===== src/rtl/phy_tx_arbiter_if.sv =====
// Byte-stream handshake between the Tx arbiter and the PHY.
interface phy_tx_arbiter_if;
  logic [7:0] oPHY_Data;
  logic       oPHY_Valid;
  logic       iPHY_Ready;

  modport master (output oPHY_Data, output oPHY_Valid, input iPHY_Ready);
  modport slave  (input oPHY_Data, input oPHY_Valid, output iPHY_Ready);
endinterface


===== src/rtl/phy_tx_arbiter.sv =====
// Arbitrates GoodCRC and Tx message requests onto a single PHY byte stream,
// gating on CC line idle and aborting a Tx in favour of a GoodCRC.
module phy_tx_arbiter #(
  parameter int unsigned CC_TIMEOUT = 15
) (
  input  logic        CLK,
  input  logic        reset,
  input  logic        iGoodCRC_Req,
  input  logic [15:0] iGoodCRC_Header,
  input  logic        iTx_Req,
  input  logic [4:0]  iTx_Len,
  input  logic [7:0]  iTx_Data,
  input  logic        CC_Busy,
  input  logic        CC_IDLE,
  phy_tx_arbiter_if.master phy,
  output logic [4:0]  oTx_Byte_Index,
  output logic        oGoodCRC_Done,
  output logic        oTx_Done,
  output logic        oTx_Discarded,
  output logic        oBusy
);

  typedef enum logic [4:0] {
    IDLE      = 5'b00001,
    WAIT_CC   = 5'b00010,
    SEND_GCRC = 5'b00100,
    SEND_TX   = 5'b01000,
    COMPLETE  = 5'b10000
  } state_e;

  typedef enum logic {OWN_GCRC = 1'b0, OWN_TX = 1'b1} owner_e;

  localparam int unsigned TMO_W = (CC_TIMEOUT < 2) ? 1 : $clog2(CC_TIMEOUT + 1);
  localparam logic [TMO_W-1:0] TMO_LAST = TMO_W'(CC_TIMEOUT - 1);
  localparam logic [TMO_W-1:0] TMO_MAX  = TMO_W'(CC_TIMEOUT);

  state_e           state_q, state_d;
  owner_e           owner_q, owner_d;
  logic [15:0]      hdr_q, hdr_d;
  logic [4:0]       len_q, len_d;
  logic [4:0]       idx_q, idx_d;
  logic [TMO_W-1:0] tmo_q, tmo_d;
  logic             gdone_q, gdone_d;
  logic             tdone_q, tdone_d;
  logic             disc_q, disc_d;

  logic             xfer;

  assign xfer = !CC_Busy && phy.iPHY_Ready;

  always_ff @(posedge CLK) begin
    if (reset) begin
      state_q <= IDLE;
      owner_q <= OWN_GCRC;
      hdr_q   <= '0;
      len_q   <= '0;
      idx_q   <= '0;
      tmo_q   <= '0;
      gdone_q <= 1'b0;
      tdone_q <= 1'b0;
      disc_q  <= 1'b0;
    end else begin
      state_q <= state_d;
      owner_q <= owner_d;
      hdr_q   <= hdr_d;
      len_q   <= len_d;
      idx_q   <= idx_d;
      tmo_q   <= tmo_d;
      gdone_q <= gdone_d;
      tdone_q <= tdone_d;
      disc_q  <= disc_d;
    end
  end

  always_comb begin
    state_d = state_q;
    owner_d = owner_q;
    hdr_d   = hdr_q;
    len_d   = len_q;
    idx_d   = idx_q;
    tmo_d   = tmo_q;
    gdone_d = 1'b0;
    tdone_d = 1'b0;
    disc_d  = 1'b0;

    unique case (state_q)
      IDLE: begin
        if (iGoodCRC_Req) begin
          state_d = WAIT_CC;
          owner_d = OWN_GCRC;
          hdr_d   = iGoodCRC_Header;
          idx_d   = '0;
          tmo_d   = '0;
        end else if (iTx_Req) begin
          owner_d = OWN_TX;
          len_d   = iTx_Len;
          idx_d   = '0;
          tmo_d   = '0;
          if (iTx_Len == 5'd0) begin
            state_d = COMPLETE;
            disc_d  = 1'b1;
          end else begin
            state_d = WAIT_CC;
          end
        end
      end

      WAIT_CC: begin
        if (owner_q == OWN_TX && iGoodCRC_Req) begin
          // Pending Tx is dropped and the GoodCRC takes over the wait.
          owner_d = OWN_GCRC;
          hdr_d   = iGoodCRC_Header;
          idx_d   = '0;
          tmo_d   = '0;
          disc_d  = 1'b1;
        end else if (CC_IDLE && !CC_Busy) begin
          state_d = (owner_q == OWN_TX) ? SEND_TX : SEND_GCRC;
        end else if (owner_q == OWN_TX && tmo_q == TMO_LAST) begin
          state_d = COMPLETE;
          disc_d  = 1'b1;
        end else if (tmo_q != TMO_MAX) begin
          tmo_d = tmo_q + 1'b1;
        end
      end

      SEND_GCRC: begin
        if (xfer) begin
          if (idx_q == 5'd1) begin
            state_d = COMPLETE;
            gdone_d = 1'b1;
          end else begin
            idx_d = idx_q + 5'd1;
          end
        end
      end

      SEND_TX: begin
        if (iGoodCRC_Req) begin
          state_d = WAIT_CC;
          owner_d = OWN_GCRC;
          hdr_d   = iGoodCRC_Header;
          idx_d   = '0;
          tmo_d   = '0;
          disc_d  = 1'b1;
        end else if (xfer) begin
          if (idx_q == len_q - 5'd1) begin
            state_d = COMPLETE;
            tdone_d = 1'b1;
          end else begin
            idx_d = idx_q + 5'd1;
          end
        end
      end

      COMPLETE: state_d = IDLE;

      default: state_d = IDLE;
    endcase
  end

  always_comb begin
    phy.oPHY_Valid = 1'b0;
    phy.oPHY_Data  = '0;
    // Valid is withheld on an abort cycle so no byte is handed over.
    if (state_q == SEND_GCRC && !CC_Busy) begin
      phy.oPHY_Valid = 1'b1;
      phy.oPHY_Data  = idx_q[0] ? hdr_q[15:8] : hdr_q[7:0];
    end else if (state_q == SEND_TX && !CC_Busy && !iGoodCRC_Req) begin
      phy.oPHY_Valid = 1'b1;
      phy.oPHY_Data  = iTx_Data;
    end
  end

  assign oTx_Byte_Index = idx_q;
  assign oGoodCRC_Done  = gdone_q;
  assign oTx_Done       = tdone_q;
  assign oTx_Discarded  = disc_q;
  assign oBusy          = (state_q != IDLE);

endmodule


===== src/flat_wrapper.sv =====
// flat-port wrapper written by rule: the top's interface ports become plain ports
module phy_tx_arbiter_flat 
#(
  parameter int unsigned CC_TIMEOUT = 15
)
  (CLK, reset, iGoodCRC_Req, iGoodCRC_Header, iTx_Req, iTx_Len, iTx_Data, CC_Busy, CC_IDLE, oTx_Byte_Index, oGoodCRC_Done, oTx_Done, oTx_Discarded, oBusy, phy_oPHY_Data, phy_oPHY_Valid, phy_iPHY_Ready);
  phy_tx_arbiter_if phy_i ();
  input  logic CLK;
  input  logic reset;
  input  logic iGoodCRC_Req;
  input  logic [15:0] iGoodCRC_Header;
  input  logic iTx_Req;
  input  logic [4:0] iTx_Len;
  input  logic [7:0] iTx_Data;
  input  logic CC_Busy;
  input  logic CC_IDLE;
  output logic [4:0] oTx_Byte_Index;
  output logic oGoodCRC_Done;
  output logic oTx_Done;
  output logic oTx_Discarded;
  output logic oBusy;
  output wire logic [$bits(phy_i.oPHY_Data)-1:0] phy_oPHY_Data;
  output wire logic [$bits(phy_i.oPHY_Valid)-1:0] phy_oPHY_Valid;
  input wire logic [$bits(phy_i.iPHY_Ready)-1:0] phy_iPHY_Ready;
  assign phy_oPHY_Data = phy_i.oPHY_Data;
  assign phy_oPHY_Valid = phy_i.oPHY_Valid;
  assign phy_i.iPHY_Ready = phy_iPHY_Ready;
  phy_tx_arbiter #(.CC_TIMEOUT(CC_TIMEOUT)) u_core (.CLK(CLK), .reset(reset), .iGoodCRC_Req(iGoodCRC_Req), .iGoodCRC_Header(iGoodCRC_Header), .iTx_Req(iTx_Req), .iTx_Len(iTx_Len), .iTx_Data(iTx_Data), .CC_Busy(CC_Busy), .CC_IDLE(CC_IDLE), .phy(phy_i), .oTx_Byte_Index(oTx_Byte_Index), .oGoodCRC_Done(oGoodCRC_Done), .oTx_Done(oTx_Done), .oTx_Discarded(oTx_Discarded), .oBusy(oBusy));
endmodule

===== config.mk =====
export PLATFORM = sky130hd
export DESIGN_NAME = phy_tx_arbiter_flat
export DESIGN_NICKNAME = d
export VERILOG_FILES = /design/src/rtl/phy_tx_arbiter_if.sv /design/src/rtl/phy_tx_arbiter.sv /design/src/flat_wrapper.sv
export SDC_FILE = /design/constraint.sdc
export NUM_CORES = 1
export LEC_CHECK = 0
export CAP_MARGIN = 20
export CORE_UTILIZATION = 30
export DETAILED_ROUTE_END_ITERATION = 8
export DONT_BUFFER_PORTS = 1
export SYNTH_ARGS = -nofsm -noshare
export SYNTH_HDL_FRONTEND = slang
export SYNTH_SLANG_ARGS = --single-unit
export TNS_END_PERCENT = 50

===== constraint.sdc =====
create_clock -name CLK -period 6.7 [get_ports CLK]
set_clock_uncertainty 0.05 [all_clocks]
set_input_delay 2.01 -clock CLK [delete_from_list [all_inputs] [get_ports CLK]]
set_output_delay 2.01 -clock CLK [all_outputs]
set_load 0.01 [all_outputs]

==> results of run 1 <==
-- per-stage QoR --
step                      std cells   util
after global placement          355  0.326
final                           364  0.347
after CTS                       363  0.345
after global routing            364  0.347
after detailed placement        355  0.326
after floorplan                 270      -
-- worst min-delay path, cell delays in order, from the launching register on --
cell and delay [ps]:
dfxtp_1 310, nand2_1 50, a21oi_1 50
-- logic make-up after synthesis --
logic type | after synthesis | synth area share
AO/OA/AOI/OAI | 64 | 0.196
XOR/XNOR | 8 | 0.0358
adder cells (fa/ha/maj) | 5 | 0.0289
buffers and inverters | 21 | 0.0410
flip-flops | 39 | 0.361
multiplexers | 14 | 0.0647
AND/OR/NAND/NOR | 119 | 0.273
-- synthesized netlist by cell type (all sizes together) --
cell | number | area (sq um)
a22oi | 1 | 7.51
clkbuf | 8 | 30.0
a41oi | 1 | 16.3
nor2b | 2 | 12.5
buf | 4 | 25.0
a31oi | 2 | 12.5
a211oi | 2 | 15.0
nand4bb | 1 | 11.3
inv | 9 | 33.8
dfxtp | 39 | 781
o21ai | 13 | 68.8
o211a | 1 | 10.0
a21boi | 1 | 7.51
and4bb | 1 | 12.5
mux2i | 14 | 140
o211ai | 3 | 27.5
a21o | 1 | 7.51
a31o | 1 | 8.76
nand3 | 6 | 30.0
a21oi | 30 | 150
ha | 5 | 62.6
o2111ai | 2 | 17.5
nor4 | 3 | 25.0
xnor2 | 4 | 35.0
o311ai | 1 | 8.76
nor2 | 22 | 85.1
a2111oi | 2 | 37.5
a2111o | 1 | 11.3
a211o | 1 | 8.76
nand2 | 48 | 180
nor3b | 1 | 7.51
nor3 | 11 | 60.1
and2 | 1 | 6.26
or4b | 1 | 13.8
or2 | 2 | 12.5
xor2 | 4 | 42.6
or3 | 5 | 31.3
or4 | 2 | 18.8
nand2b | 3 | 18.8
and3 | 5 | 31.3
nand3b | 2 | 15.0
o2bb2ai | 1 | 8.76
nand4 | 3 | 18.8
-- routing by layer --
layer | track usage | up-vias | routed length (microns)
met2 | 0.251 | 50 | 2680
met5 | 0 | - | 0
li1 | - | 952 | -
met4 | 0.0636 | 0 | 85
met1 | 0.164 | 875 | 2220
met3 | 0.0474 | 6 | 333
-- path summary, 6_finish.rpt --
check                           start                 to  depth (start not counted)  slack (ps)
min                  u_core.hdr_q[14]   u_core.hdr_q[14]                          2         400
max reg2reg  u_core.oTx_Byte_Index[0]  u_core.state_q[2]                          7        3880
max                      iGoodCRC_Req   phy_oPHY_Data[2]                          5        1460
min reg2reg          u_core.hdr_q[14]   u_core.hdr_q[14]                          2         400
-- sequential cells by signal (all words and copies together), names as in the netlist --
signal	flops
u_core.hdr_q	16
u_core.len_q	5
u_core.oGoodCRC_Done	1
u_core.oTx_Byte_Index	5
u_core.oTx_Discarded	1
u_core.oTx_Done	1
u_core.owner_q	1
u_core.state_q	5
u_core.tmo_q	4
-- power by group through the flow --
stage | Clock, mW | Sequential, mW | Combinational, mW
3_5_place_dp | 0 | 0.346 | 0.326
3_3_place_gp | 0 | 0.344 | 0.322
5_1_grt | 0.250 | 0.348 | 0.374
2_1_floorplan | 0 | 0.314 | 0.286
6_report | 0.233 | 0.340 | 0.337
4_1_cts | 0.238 | 0.340 | 0.328
-- final cells by class --
cell class | count | share of cell area
multi-input combinational | 210 | 0.544
sequential | 39 | 0.328
tap | 96 | 0.0504
clock buffer | 6 | 0.0305
clock inverter | 2 | 0.0252
inverter | 9 | 0.0142
timing repair buffer | 2 | 0.00788
==> results.json, run 1 <==
{
  "status": "finished clean",
  "fin_area_sq_mm": 0.00238,
  "hold_ws_ps": 401,
  "drt-total-wl_mm": 5.32,
  "crit_top_cell": "nor2_1",
  "syn-num-nets": 311,
  "vias": 1883,
  "antennaDiodeCount": 0,
  "dpl_worst_slack_ps": 1470,
  "required_ps": 4640,
  "place_area_sq_mm": 0.00224,
  "power_frac_comb": 0.370,
  "fp.dieArea_sq_mm": 0.00756,
  "numCtsBuffers": 5,
  "synth_area_sq_mm": 0.00216,
  "final_common_cell": "nand2_1",
  "cts_setup_buffers": 0,
  "grt_pass1_vias": 1794,
  "max_stage_delay_ps": 490,
  "vias_per_cell": 5.17,
  "drtIter0Drc": 104,
  "netlist_instances": 270,
  "rows": 30,
  "ir_worst_vdd_v": 0.000102,
  "ios": 54,
  "core_sq_mm": 0.00687,
  "insertion_delay_ps": 300,
  "drcViolationCount": 0,
  "finalSetupViolations": 0,
  "synth_cell_types": 53,
  "finalWorstSetupSlack_ps": 1460,
  "ys_ff_latch": 39,
  "area_growth_pct": 10.0,
  "end_kind": "output port",
  "fillers": 699,
  "yosysWarningCount": 0,
  "tightestPinTransition_ps": 849,
  "final_nets": 308,
  "drive_gt1_frac": 0.0858,
  "track_usage": 0.146,
  "cp.arrival_ps": 3180,
  "rsz0062_at_grt": "false",
  "multi_input_area_sq_mm": 0.00129,
  "cts_root_buf": "clkbuf_8",
  "fmax_ghz": 0.191,
  "cts_tree": "built",
  "register_area_sq_um": 781,
  "grt_antenna_before_repair": 0,
  "clock_sinks": 39,
  "cts-resized-gates": 0,
  "p_switching_uw": 340,
  "cts.htree.levels": 2,
  "post_drt_wl_per_cell_microns": 14.6,
  "intPower_uw": 570,
  "place_hpwl_mm": 3.87,
  "total_power_uw": 910,
  "finalMaxSlewViolations": 0,
  "startpoint_type": "input port",
  "gr-total-overflow": 0,
  "place_congestion": 0.875,
  "p_clk_frac": 0.256,
  "layout_common_cells": "nand2_1 (48), dfxtp_1 (39), a21oi_1 (30)",
  "initial_utilization": 0.315,
  "cpLargestDelayFamily": "simple AND/OR/NAND/NOR gates",
  "finalSetupTns_ps": 0,
  "grt_max_degree": 34,
  "clk_path_buf_depth": 2,
  "grt_pass1_wl_mm": 8.42,
  "ant_nets": 0,
  "seq_area_frac_synth": 0.361,
  "pwr-share-seq": 0.374,
  "avgSynthCellArea_sq_um": 8.02,
  "die_w_microns": 86.9,
  "pwr_density_cell_mw_per_mm2": 382,
  "finalHoldViolCount": 0,
  "critical_path_class": "input port to output port",
  "hold_class": "flop to flop",
  "p_leak_nw": 0.848,
  "fp.dieH_microns": 86.9,
  "min_period_ps": 5240,
  "crit_slowest_cell": "nor2_1",
  "dr.pass1.iters": 4,
  "relSlewSlack": 0.425,
  "critical_path_peak_fanout": 8,
  "swShare": 0.374,
  "path_buf_inv": 0,
  "cts_hold_buf": 0,
  "place.port_buffers": 0,
  "path_cells": "nor2_1 -> nand3_1 -> nor2_1 -> nand2_1 -> o21ai_0",
  "cap_violations": 0,
  "fin_crit_sh": 0.782,
  "cts.reportedPaths.clkPinSlew_ps": 70
}
Note: power is estimated with default switching activity, not from simulation.
==> run 2: changes to the inputs <==
==> constraint.sdc (replaced) <==
create_clock -name CLK -period 4.95 [get_ports CLK]
set_clock_uncertainty 0.05 [all_clocks]
set_input_delay 1.485 -clock CLK [delete_from_list [all_inputs] [get_ports CLK]]
set_output_delay 1.485 -clock CLK [all_outputs]
set_load 0.01 [all_outputs]
==> results.json, run 2 (synthesis gave the netlist of run 1 again) <==
{
  "status": "finished clean",
  "die_w_microns": 86.9,
  "core_sq_mm": 0.00687,
  "cts_hold_buf": 0,
  "fp.dieArea_sq_mm": 0.00756,
  "critical_path_class": "input port to output port",
  "cts.reportedPaths.clkPinSlew_ps": 80,
  "cts-resized-gates": 0,
  "numCtsBuffers": 5,
  "clock_sinks": 39,
  "finalMaxSlewViolations": 0,
  "drtIter0Drc": 108,
  "finalSetupTns_ps": 0,
  "largest_reg_flops": 16,
  "place_hpwl_mm": 3.94,
  "fin_area_sq_mm": 0.00237,
  "final_common_cell": "nand2_1",
  "place.port_buffers": 0,
  "required_ps": 3410,
  "fp.dieH_microns": 86.9,
  "drt-total-wl_mm": 5.41,
  "rsz0062_at_grt": "false",
  "layout_common_cells": "nand2_1 (48), dfxtp_1 (39), a21oi_1 (30)",
  "dr.pass1.iters": 4,
  "min_period_ps": 4120,
  "gr-total-overflow": 0,
  "area_growth_pct": 9.42,
  "ant_nets": 0,
  "grt_antenna_before_repair": 0,
  "cts_root_buf": "clkbuf_8",
  "grt_pass1_wl_mm": 8.50,
  "place_congestion": 0.816,
  "cts_setup_buffers": 0,
  "cap_violations": 0,
  "end_kind": "output port",
  "insertion_delay_ps": 300,
  "pwr_density_cell_mw_per_mm2": 503,
  "post_drt_wl_per_cell_microns": 14.8,
  "cts_tree": "built",
  "relSlewSlack": 0.420,
  "fmax_ghz": 0.243,
  "finalHoldViolCount": 0,
  "antennaDiodeCount": 0,
  "clk_path_buf_depth": 2,
  "initial_utilization": 0.315,
  "ios": 54,
  "vias_per_cell": 5.26,
  "fin_crit_sh": 0.832,
  "drcViolationCount": 0,
  "cp.arrival_ps": 2590,
  "grt_pass1_vias": 1757,
  "tightestPinTransition_ps": 857,
  "final_nets": 309,
  "place_area_sq_mm": 0.00224,
  "rows": 30,
  "finalSetupViolations": 0,
  "p_leak_nw": 0.845,
  "critical_path_peak_fanout": 8,
  "drive_gt1_frac": 0.0929,
  "track_usage": 0.147,
  "grt_max_degree": 34,
  "startpoint_type": "input port",
  "regMostFlops": "u_core.hdr_q",
  "cts.htree.levels": 2,
  "hold_class": "flop to flop",
  "vias": 1919,
  "ir_worst_vdd_v": 0.000151
}
[run 2: final timing paths]
path,end,slack [ps],startpoint,depth (start not counted)
worst max-delay path,phy_oPHY_Data[2],830,iGoodCRC_Req,6
worst min register to register,u_core.hdr_q[15],400,u_core.hdr_q[15],2
worst max register to register,u_core.state_q[2],2160,u_core.oTx_Byte_Index[0],7
worst min-delay path,u_core.hdr_q[15],400,u_core.hdr_q[15],2
[run 2: worst max-delay path: stages]
cell     delay [ps]
nor2_1          110
nand3_1          90
buf_4           190
nor2_1          400
nand2_1          90
o21ai_0         210
[run 2: routing by layer]
| layer | track usage | up-vias | wire, microns |
|---|---|---|---|
| met1 | 0.174 | 915 | 2380 |
| met3 | 0.0427 | 10 | 255 |
| met2 | 0.247 | 42 | 2650 |
| met5 | 0 | - | 0 |
| met4 | 0.0652 | 0 | 120 |
| li1 | - | 952 | - |
[run 2: final cells by class]
class / count / area [sq um]
clock inverters: 3 / 43.8
inverters: 9 / 33.8
clock buffers: 5 / 68.8
repair buffers: 3 / 26.3
well taps: 96 / 120
multi-input cells: 210 / 1290
fillers: 721 / 4500
flip-flops and latches: 39 / 781
[run 2: report_power, final]
part | switching (mW) | internal (mW) | total, mW
combinational | 0.261 | 0.199 | 0.460
sequential | 0.0885 | 0.371 | 0.460
clock | 0.122 | 0.150 | 0.272
total | 0.472 | 0.720 | 1.19
[run 2: metrics by stage]
stage          cells  utilization  power [mW]  hold slack (ps)  setup slack (ps)
2_1_floorplan    270            -       0.812              386              1090
3_3_place_gp     356        0.327       0.902              386               911
3_5_place_dp     356        0.327       0.912              392               842
4_1_cts          364        0.343        1.19              404               839
5_1_grt          365        0.345        1.27              418               709
6_report         365        0.345        1.19              401               829
==> run 3: changes to the inputs <==
==> constraint.sdc (replaced) <==
create_clock -name CLK -period 4.02 [get_ports CLK]
set_clock_uncertainty 0.05 [all_clocks]
set_input_delay 1.206 -clock CLK [delete_from_list [all_inputs] [get_ports CLK]]
set_output_delay 1.206 -clock CLK [all_outputs]
set_load 0.01 [all_outputs]
==> results.json, run 3 (synthesis gave the netlist of run 1 again) <==
{
  "status": "finished clean",
  "register_area_sq_um": 781,
  "startpoint_type": "input port",
  "pwr_density_cell_mw_per_mm2": 594,
  "largest_reg_flops": 16,
  "antennaDiodeCount": 0,
  "die_w_microns": 86.9,
  "critical_path_peak_fanout": 8,
  "required_ps": 2760,
  "grt_antenna_before_repair": 0,
  "power_frac_comb": 0.411,
  "finalSetupTns_ps": 0,
  "tightestPinTransition_ps": 832,
  "grt_max_degree": 34,
  "drt-total-wl_mm": 5.33,
  "drive_gt1_frac": 0.0926,
  "p_clk_frac": 0.189,
  "grt_pass1_vias": 1780,
  "r2r_slack_ps": 1430,
  "vias_per_cell": 5.12,
  "r2r-end": "u_core.state_q[2]",
  "place.port_buffers": 0,
  "drtIter0Drc": 92,
  "drcViolationCount": 0,
  "cap_violations": 0,
  "final_common_cell": "nand2_1",
  "cts.htree.levels": 2,
  "layout_common_cells": "nand2_1 (48), dfxtp_1 (39), a21oi_1 (30)",
  "crit_top_cell": "nor2_1",
  "clock_sinks": 39,
  "fp.dieArea_sq_mm": 0.00756,
  "p_leak_nw": 0.833,
  "finalHoldViolCount": 0,
  "swShare": 0.408,
  "cts-resized-gates": 0,
  "cts_hold_buf": 0,
  "ir_worst_vdd_v": 0.000150,
  "path_cells": "nor2_1 -> nand3_1 -> nor2_1 -> nand2_1 -> o21ai_0",
  "finalMaxSlewViolations": 0,
  "max_stage_delay_ps": 480,
  "fmax_ghz": 0.290,
  "dr.pass1.iters": 4,
  "cts_root_buf": "clkbuf_8",
  "place_congestion": 0.858,
  "cp.arrival_ps": 2190,
  "hold_end": "u_core.hdr_q[1]",
  "hold_class": "flop to flop",
  "cts.reportedPaths.clkPinSlew_ps": 80,
  "rows": 30,
  "core_sq_mm": 0.00687,
  "cts_setup_buffers": 0,
  "reg2reg_from": "u_core.oTx_Byte_Index[0]",
  "rsz0062_at_grt": "false",
  "relSlewSlack": 0.437,
  "crit_slowest_cell": "nor2_1",
  "hold_depth": 2,
  "ant_nets": 0,
  "critical_path_class": "input port to output port",
  "numCtsBuffers": 5,
  "fillers": 731,
  "end_kind": "output port",
  "fp.dieH_microns": 86.9,
  "finalSetupViolations": 0,
  "dp_cells": 358,
  "post_drt_wl_per_cell_microns": 14.6,
  "p_switching_uw": 569,
  "pwr-share-seq": 0.400,
  "initial_utilization": 0.315,
  "gr-total-overflow": 0,
  "intPower_uw": 824,
  "stdcell_count": 366,
  "regMostFlops": "u_core.hdr_q",
  "r2r_cells": 7,
  "min_period_ps": 3440,
  "grt_pass1_wl_mm": 8.51,
  "final_nets": 310,
  "min_from": "u_core.hdr_q[1]",
  "clk_path_buf_depth": 2,
  "track_usage": 0.146,
  "fin_crit_sh": 0.857,
  "insertion_delay_ps": 290,
  "vias": 1873,
  "multi_input_area_sq_mm": 0.00129,
  "place_hpwl_mm": 3.95,
  "cts_tree": "built",
  "ios": 54,
  "area_growth_pct": 8.32
}
[run 3: cell types whose count changed in the layout (fill, tap and decap cells not counted), sizes merged]
cell | previous run | this run
buf | 3 | 4
clkinvlp | 0 | 1
clkbuf | 5 | 6
clkinv | 2 | 1
bufinv | 1 | 0
[run 3: area by class of cell]
| cell class | instances | area share |
|---|---|---|
| Clock buffer | 6 | 0.0309 |
| Clock inverter | 2 | 0.00534 |
| Inverter | 9 | 0.0144 |
| Multi-Input combinational cell | 210 | 0.552 |
| Sequential cell | 39 | 0.333 |
| Tap cell | 96 | 0.0512 |
| Timing Repair Buffer | 4 | 0.0128 |
[run 3: power by group through the flow]
stage / combinational (mW) / sequential, mW / clock (mW)
final: 0.573 / 0.557 / 0.263
after global routing: 0.639 / 0.573 / 0.291
after CTS: 0.566 / 0.557 / 0.271
after detailed placement: 0.564 / 0.567 / 0
after global placement: 0.560 / 0.562 / 0
after floorplan: 0.477 / 0.523 / 0
[run 3: metrics by stage]
step | setup slack (ps) | utilization | instance area [sq um] | power (mW) | hold WS (ps)
after global placement | 592 | 0.329 | 2260 | 1.12 | 385
final | 576 | 0.341 | 2340 | 1.39 | 401
after global routing | 484 | 0.341 | 2340 | 1.50 | 425
after CTS | 525 | 0.341 | 2340 | 1.39 | 401
after detailed placement | 530 | 0.329 | 2260 | 1.13 | 391
after floorplan | 716 | - | 2160 | 1.00 | 386
[run 3: per-layer routing]
layer | up-vias | global-route usage | wire length, microns
met2 | 34 | 0.237 | 2570
li1 | 953 | - | -
met5 | - | 0 | 0
met4 | 0 | 0.0576 | 78
met3 | 6 | 0.0408 | 235
met1 | 880 | 0.183 | 2450
[run 3: how the worst max path moves through the flow]
stage / start / cells past startpoint / endpoint / slack [ps]
3_3_place_gp: iGoodCRC_Req / 5 / phy_oPHY_Data[2] / 590
3_5_place_dp: iGoodCRC_Req / 5 / phy_oPHY_Data[2] / 530
2_1_floorplan: iGoodCRC_Req / 5 / phy_oPHY_Data[0] / 720
6_report: iGoodCRC_Req / 5 / phy_oPHY_Data[2] / 580
4_1_cts: iGoodCRC_Req / 5 / phy_oPHY_Data[2] / 520
5_1_grt: iGoodCRC_Req / 5 / phy_oPHY_Data[2] / 480
[run 3: worst max-delay path: cells and delay by family]
| family | cells | cell delay, ps |
|---|---|---|
| simple gates | 4 | 780 |
| compound gates | 1 | 190 |
